### src/rtl/seg7_capture.sv
// seg7_capture: recovers the 2-digit BCD value shown on a multiplexed,
// active-low 7-segment display by watching its anode and cathode lines.
module seg7_capture #(
  parameter int unsigned SETTLE_CYCLES  = 4,
  parameter int unsigned TIMEOUT_CYCLES = 65536
) (
  input  logic       clk_i,
  input  logic       rst_i,
  input  logic [1:0] anodo_i,
  input  logic [6:0] catodo_i,
  output logic [7:0] bcd_o,
  output logic       valid_o,
  output logic       seg_err_o,
  output logic       anode_err_o,
  output logic       stale_o
);

  localparam int unsigned SAMP_W = 9;
  localparam int unsigned CNT_W  = $clog2(SETTLE_CYCLES);
  localparam int unsigned TO_W   = $clog2(TIMEOUT_CYCLES + 1);
  localparam logic [CNT_W-1:0] CNT_MAX = CNT_W'(SETTLE_CYCLES - 1);
  localparam logic [TO_W-1:0]  TO_MAX  = TO_W'(TIMEOUT_CYCLES);

  typedef enum logic [1:0] {
    ST_EMPTY,
    ST_HAVE_U,
    ST_HAVE_T,
    ST_COMPLETE
  } state_e;

  logic [SAMP_W-1:0] samp_q, samp_d;
  logic [CNT_W-1:0]  cnt_q, cnt_d;
  logic              stb_q, stb_d;
  state_e            state_q, state_d;
  logic [3:0]        units_q, units_d;
  logic [3:0]        tens_q, tens_d;
  logic [7:0]        bcd_q, bcd_d;
  logic              valid_q, valid_d;
  logic              seg_err_q, seg_err_d;
  logic              anode_err_q, anode_err_d;
  logic [TO_W-1:0]   to_q, to_d;
  logic              stale_q, stale_d;

  logic [4:0]        dec;
  logic [1:0]        samp_an;

  // Active-low segment pattern to {valid, digit}.
  function automatic logic [4:0] decode_seg(input logic [6:0] pat);
    case (pat)
      7'h40:   return {1'b1, 4'd0};
      7'h79:   return {1'b1, 4'd1};
      7'h24:   return {1'b1, 4'd2};
      7'h30:   return {1'b1, 4'd3};
      7'h19:   return {1'b1, 4'd4};
      7'h12:   return {1'b1, 4'd5};
      7'h02:   return {1'b1, 4'd6};
      7'h78:   return {1'b1, 4'd7};
      7'h00:   return {1'b1, 4'd8};
      7'h10:   return {1'b1, 4'd9};
      default: return 5'b0_0000;
    endcase
  endfunction

  // Input sampling, stability counting and single-shot acceptance strobe.
  always_comb begin
    samp_d = {anodo_i, catodo_i};
    cnt_d  = cnt_q;
    if (samp_d != samp_q) begin
      cnt_d = '0;
    end else if (cnt_q != CNT_MAX) begin
      cnt_d = cnt_q + CNT_W'(1);
    end
    stb_d = (cnt_d == CNT_MAX) && (cnt_q != CNT_MAX);
  end

  assign dec     = decode_seg(samp_q[6:0]);
  assign samp_an = samp_q[8:7];

  // Digit-pair FSM: next state, slot writes, flags and output value.
  always_comb begin
    state_d     = state_q;
    units_d     = units_q;
    tens_d      = tens_q;
    bcd_d       = bcd_q;
    valid_d     = 1'b0;
    seg_err_d   = 1'b0;
    anode_err_d = 1'b0;

    if (state_q == ST_COMPLETE) begin
      state_d = ST_EMPTY;
    end else if (stb_q) begin
      case (samp_an)
        2'b00: anode_err_d = 1'b1;
        2'b10, 2'b01: begin
          if (!dec[4]) begin
            seg_err_d = 1'b1;
          end else if (samp_an == 2'b10) begin
            units_d = dec[3:0];
            case (state_q)
              ST_HAVE_T: state_d = ST_COMPLETE;
              default:   state_d = ST_HAVE_U;
            endcase
          end else begin
            tens_d = dec[3:0];
            case (state_q)
              ST_HAVE_U: state_d = ST_COMPLETE;
              default:   state_d = ST_HAVE_T;
            endcase
          end
        end
        default: ;
      endcase
    end

    if (state_d == ST_COMPLETE) begin
      valid_d = 1'b1;
      bcd_d   = {tens_d, units_d};
    end
  end

  // Refresh watchdog: saturating count since the last completed pair.
  always_comb begin
    to_d = to_q;
    if (valid_d) begin
      to_d = '0;
    end else if (to_q != TO_MAX) begin
      to_d = to_q + TO_W'(1);
    end
    stale_d = (to_d == TO_MAX);
  end

  // All state and registered outputs.
  always_ff @(posedge clk_i or posedge rst_i) begin
    if (rst_i) begin
      samp_q      <= '0;
      cnt_q       <= '0;
      stb_q       <= 1'b0;
      state_q     <= ST_EMPTY;
      units_q     <= '0;
      tens_q      <= '0;
      bcd_q       <= '0;
      valid_q     <= 1'b0;
      seg_err_q   <= 1'b0;
      anode_err_q <= 1'b0;
      to_q        <= '0;
      stale_q     <= 1'b0;
    end else begin
      samp_q      <= samp_d;
      cnt_q       <= cnt_d;
      stb_q       <= stb_d;
      state_q     <= state_d;
      units_q     <= units_d;
      tens_q      <= tens_d;
      bcd_q       <= bcd_d;
      valid_q     <= valid_d;
      seg_err_q   <= seg_err_d;
      anode_err_q <= anode_err_d;
      to_q        <= to_d;
      stale_q     <= stale_d;
    end
  end

  assign bcd_o       = bcd_q;
  assign valid_o     = valid_q;
  assign seg_err_o   = seg_err_q;
  assign anode_err_o = anode_err_q;
  assign stale_o     = stale_q;

endmodule

### config.mk
export PLATFORM = sky130hd
export DESIGN_NAME = seg7_capture
export DESIGN_NICKNAME = d
export VERILOG_FILES = /design/src/rtl/seg7_capture.sv
export SDC_FILE = /design/constraint.sdc
export NUM_CORES = 1
export LEC_CHECK = 0
export CAP_MARGIN = 10
export CORE_MARGIN = 5
export CORE_UTILIZATION = 50
export DETAILED_ROUTE_END_ITERATION = 8
export PLACE_DENSITY_LB_ADDON = 0.2
export REMOVE_ABC_BUFFERS = 1
export SLEW_MARGIN = 20
export SYNTH_ARGS = -nofsm -noshare
export SYNTH_HDL_FRONTEND = slang
export SYNTH_SLANG_ARGS = --single-unit
### constraint.sdc
create_clock -name clk_i -period 2.45 [get_ports clk_i]
set_input_delay 0.49 -clock clk_i [delete_from_list [all_inputs] [get_ports clk_i]]
set_output_delay 0.49 -clock clk_i [all_outputs]
set_load 0.03 [all_outputs]
# --- After elaboration in Yosys (flattened, before gate mapping) ---
# Index checks and enable logic that the tools add are counted.
word_totals:
  regBits: 51
  inputBits: 11
  output_inout_bits: 12
  word_cells: 68
classes:
  n_addsub: 2
  n_eq_ne: 20
  muxes: 30
  reduce_logical: 4
ops:
  columns: ["op", "n"]
  rows:
  - ["one-hot mux 5 bit (10 select lines)", 1]
  - ["2-to-1 mux 4 bit", 10]
  - ["2-to-1 mux 17 bit", 2]
  - ["== test 7 x 5 -> 1 bit (second input constant)", 3]
  - ["== test 7 bit (second input constant)", 3]
  - ["adder 17 x 1 -> 17 bit (second input constant)", 1]
  - ["== test 17 bit (second input constant)", 1]
  - ["!= test 17 bit (second input constant)", 1]
  - ["2-to-1 mux 2 bit", 8]
  - ["== test 7 x 6 -> 1 bit (second input constant)", 2]
  - ["== test 2 bit (second input constant)", 5]
  - ["2-to-1 mux 1 bit", 9]
  - ["!= test 9 bit", 1]
  - ["== test 7 x 2 -> 1 bit (second input constant)", 1]
  - ["zero test 7 bit", 1]
  - ["== test 2 x 1 -> 1 bit (second input constant)", 2]
  - ["adder 2 x 1 -> 2 bit (second input constant)", 1]
  - ["zero test 2 bit", 1]
  - ["!= test 2 bit (second input constant)", 1]
  - ["OR reduction 2 bit", 1]
  - ["logical AND 1 bit", 1]

# --- Depth between registers and ports, before layout ---
logic_depth:
  word_depth: 11
  depth_mapped: 9

# --- Worst setup path after synthesis ---
# No wires, ideal clock.
synth_timing:
  path_type: "reg-to-reg"
  from: "reg samp_q[2]"
  to: "reg bcd_q[1] (netlist: bcd_o[1])"
  arrival_time_ns: 1.819
  slack_ns: 0.503
  path_stages_with_launch: 8
  n_path_buf: 1
  synth_period_minus_slack_ns: 1.947
  path_cell_list: "dfrtp_1 -> buf_6 -> nand2b_4 -> or4_4 -> o21ai_4 -> o2111ai_4 -> clkinv_4 -> mux2_1"
synth_via:
  elab_chain_cells: 7
  word_cells_on_any_way: 21
  classes_between: "eq/ne: 10; mux: 10; reduce/logical: 1"
synth_rtl:
  columns: ["element", "line", "source"]
  rows:
  - ["from (decl)", "31", "logic [SAMP_W-1:0] samp_q, samp_d;"]
  - ["from (signal assigned)", "148", "samp_q <= samp_d;"]
  - ["== test 7 x 5 -> 1 bit (tied with other cells)", "49", "case (pat)"]
  - ["one-hot mux 5 bit (10 select lines) (*)", "49", null]
  - ["2-to-1 mux 2 bit / 2-to-1 mux 4 bit (equally long branches)", "95, 97", null]
  - ["2-to-1 mux 2 bit / 2-to-1 mux 4 bit (equally long branches)", "92, 95", null]
  - ["2-to-1 mux 2 bit / 2-to-1 mux 4 bit (equally long branches)", "91, 92", null]
  - ["2-to-1 mux 2 bit / 2-to-1 mux 4 bit (equally long branches)", "89, 91", null]
  - ["== test 2 bit / 2-to-1 mux 4 bit (equally long branches)", "115, 89", null]
  - ["to (signal assigned)", "141", "bcd_q <= '0;"]
  - ["to (signal assigned)", "154", "bcd_q <= bcd_d;"]
  - ["to (decl)", "37", "logic [7:0] bcd_q, bcd_d;"]
# Every way passes the cells marked *; elsewhere a longest branch is shown, timed or not.
# A chain may end at the register's enable or synchronous reset.

# --- Worst setup path in the final report ---
layout_timing:
  from: "reg samp_q[4]"
  to: "reg bcd_q[5] (netlist: bcd_o[5])"
# The elaborated chain is that of the path after synthesis.

==> flow_summary.toml <==
[setup_path]
endpoint_kind = "register"
slowest_stage = "dfrtp_1"
path_cells = "nor2b_1, nand4_1, o21ai_1, o2111ai_4, clkinv_4, mux2_1"
cp.required_ns = 2.63
cp_max_fo = 14
critical_path.max_stage_delay_ns = 0.53
crit_path_start_kind = "register"
critical_path_class = "reg -> reg"
worstPathArrival_ns = 2.37

[yosys]
synth_cell_types = 51
netlist_instances = 269
async_flop_share = 1.00
synth_top_flop_cell = "dfrtp_1"
synth_edf_count = 0
synth_area_um2 = 2670
ys_seq_elements = 51
syn_area_per_cell_um2 = 9.91
synth-seq-area-share = 0.479
ys_warn_count = 0

[cells_and_area]
multi_input_area_um2 = 1270
layout_commonest_cell = "dfrtp_1"
final_cell_mix = "dfrtp_1 (51), nor2_1 (34), nand2_1 (24)"
drive_gt1_frac = 0.0801
register_area_um2 = 1280
final_nets = 303
n_antenna_cell = 0
syn2layout_area_growth_pct = 13.0
fillers = 473
final_cell_area_um2 = 3010

[detailed_routing]
vias = 1957
wl_per_cell_um = 14.0
drt_first_iter_violations = 127
viasPerCell = 5.48
drc = 0
antenna_left = 0
first_pass_iters = 4
wirelength_um = 5010

[clock_network]
cts_hold_buf = 0
root_buffer = "clkbuf_8"
post_cts_resized = 0
cts_sinks = 51
clk_latency_ns = 0.30
clk_pin_slew_ns = 0.08
cts-buffers-inserted = 5
cts_setup_buffers = 0
htreeDepth = 2
tritoncts = "built"
clockBufferDepth = 2

[grt]
grt_pass1_wl_um = 8580
grt_max_degree = 30
grt_antenna_before_repair = 0
grt_pass1_vias = 1850
grt_use_total = 0.150
grt_overflow_total = 0

[timing]
drv_slew = 0
rsz0062_at_grt = "no"
hold_violations = 0
period_needed_ns = 2.18
fin_crit_sh = 0.891
max_freq_mhz = 458
worst_pin_slew_ns = 0.510
relSlewSlack = 0.660
skew_ns = 0.00490
final-setup-viol-count = 0
tns_ns = 0

[die]
rows = 26
die_w_um = 83.0
start_util = 0.519
die_h_um = 83.0
core_um2 = 5140
die_area_um2 = 6890
io_pins = 23

[placement]
place.gp.congestion = 0.849
dp_hpwl_um = 3740
post_dp_cell_area_um2 = 2940
port_buffers = 22

[outcome]
status = "finished clean"

[hold_path]
hp-class = "reg -> reg"

[power_and_ir_drop]
power.density_nw_per_um2 = 459
irDropWorstVdd_v = 0.000261
leakage_uw = 0.00128

[job]
cap_violations = 0
synthesized netlist by cell type, drive strengths merged, types with 2 or more instances:
master,number,share of area
a31oi,6,0.016
nand2,24,0.034
nor4,6,0.016
nor2b,4,0.0094
buf,11,0.026
dfrtp,51,0.48
and4,4,0.013
a21oi,12,0.023
mux2i,2,0.0075
nor2,35,0.050
nand2b,6,0.017
ha,4,0.019
nand4,6,0.014
clkbuf,4,0.0056
nand3,7,0.013
or2,3,0.0070
mux2,5,0.021
inv,8,0.011
nor4b,3,0.0099
xor2,14,0.046
xnor2,16,0.053
o31ai,2,0.0056
and3,2,0.0047
a21o,3,0.0084
nor3,8,0.015
a22o,2,0.0066
o21ai,7,0.017
logic make-up after synthesis:
logic type      synth area share
simple gates               0.221
flops                      0.479
compound gates             0.108
xor+xnor                  0.0985
buf+inv                   0.0465
mux                       0.0286
fa+ha+maj                 0.0188
routing by layer:
metal / up-vias / wire length (um) / track usage / share of wire
met4: 0 / 64 / 0.0535 / 0.013
li1: 966 / - / - / -
met3: 5 / 217 / 0.0356 / 0.043
met5: - / 0 / 0 / 0
met1: 950 / 2490 / 0.218 / 0.50
met2: 36 / 2230 / 0.218 / 0.45
stage by stage:
stage / std cells / utilization / total power (uW) / hold slack [ns] / setup WS (ns)
after floorplan: 254 / - / 924 / 0.433 / 0.438
after CTS: 357 / 0.586 / 1400 / 0.469 / 0.261
after global placement: 351 / 0.572 / 960 / 0.446 / 0.392
final: 357 / 0.586 / 1380 / 0.470 / 0.266
after global routing: 357 / 0.586 / 1450 / 0.486 / 0.0427
after detailed placement: 351 / 0.572 / 962 / 0.457 / 0.283
critical path: cells and delay by family, from the launching register on:
kind | cells | cell delay (ns)
AO/OA/AOI/OAI | 2 | 0.64
buffers and inverters | 1 | 0.18
flip-flops | 1 | 0.53
multiplexers | 1 | 0.33
AND/OR/NAND/NOR | 2 | 0.38
power breakdown:
group,internal [uW],total [uW],switching [uW]
sequential,848,863,15.0
clock,191,438,247
combinational,37.3,81.1,43.9
total,1080,1380,306
cell type report:
cell class / instances / share of cell area
clock buffer: 6 / 0.0241
inverter: 9 / 0.0129
multi-input combinational: 194 / 0.420
sequential: 51 / 0.424
tap: 70 / 0.0291
timing repair buffer: 27 / 0.0897
path summary, 6_finish.rpt:
kind                            startpoint     endpoint  slack [ns]  cells past startpoint
worst max-delay path             samp_q[4]     bcd_o[5]        0.27                      6
worst min-delay path              cnt_q[0]        stb_q        0.47                      1
worst max register to register   samp_q[4]     bcd_o[5]        0.27                      6
worst min register to register    cnt_q[0]        stb_q        0.47                      1
max in group asynchronous            rst_i  anode_err_o        1.39                      3
min in group asynchronous            rst_i     to_q[15]        0.54                      2
flip-flops by register name, summed over array words and instances, names as in the netlist, 2 cells and up:
name	count
tens_q	4
samp_q	9
state_q	2
to_q	17
units_q	4
cnt_q	2
bcd_o	8
(Power assumes the default switching activity.)
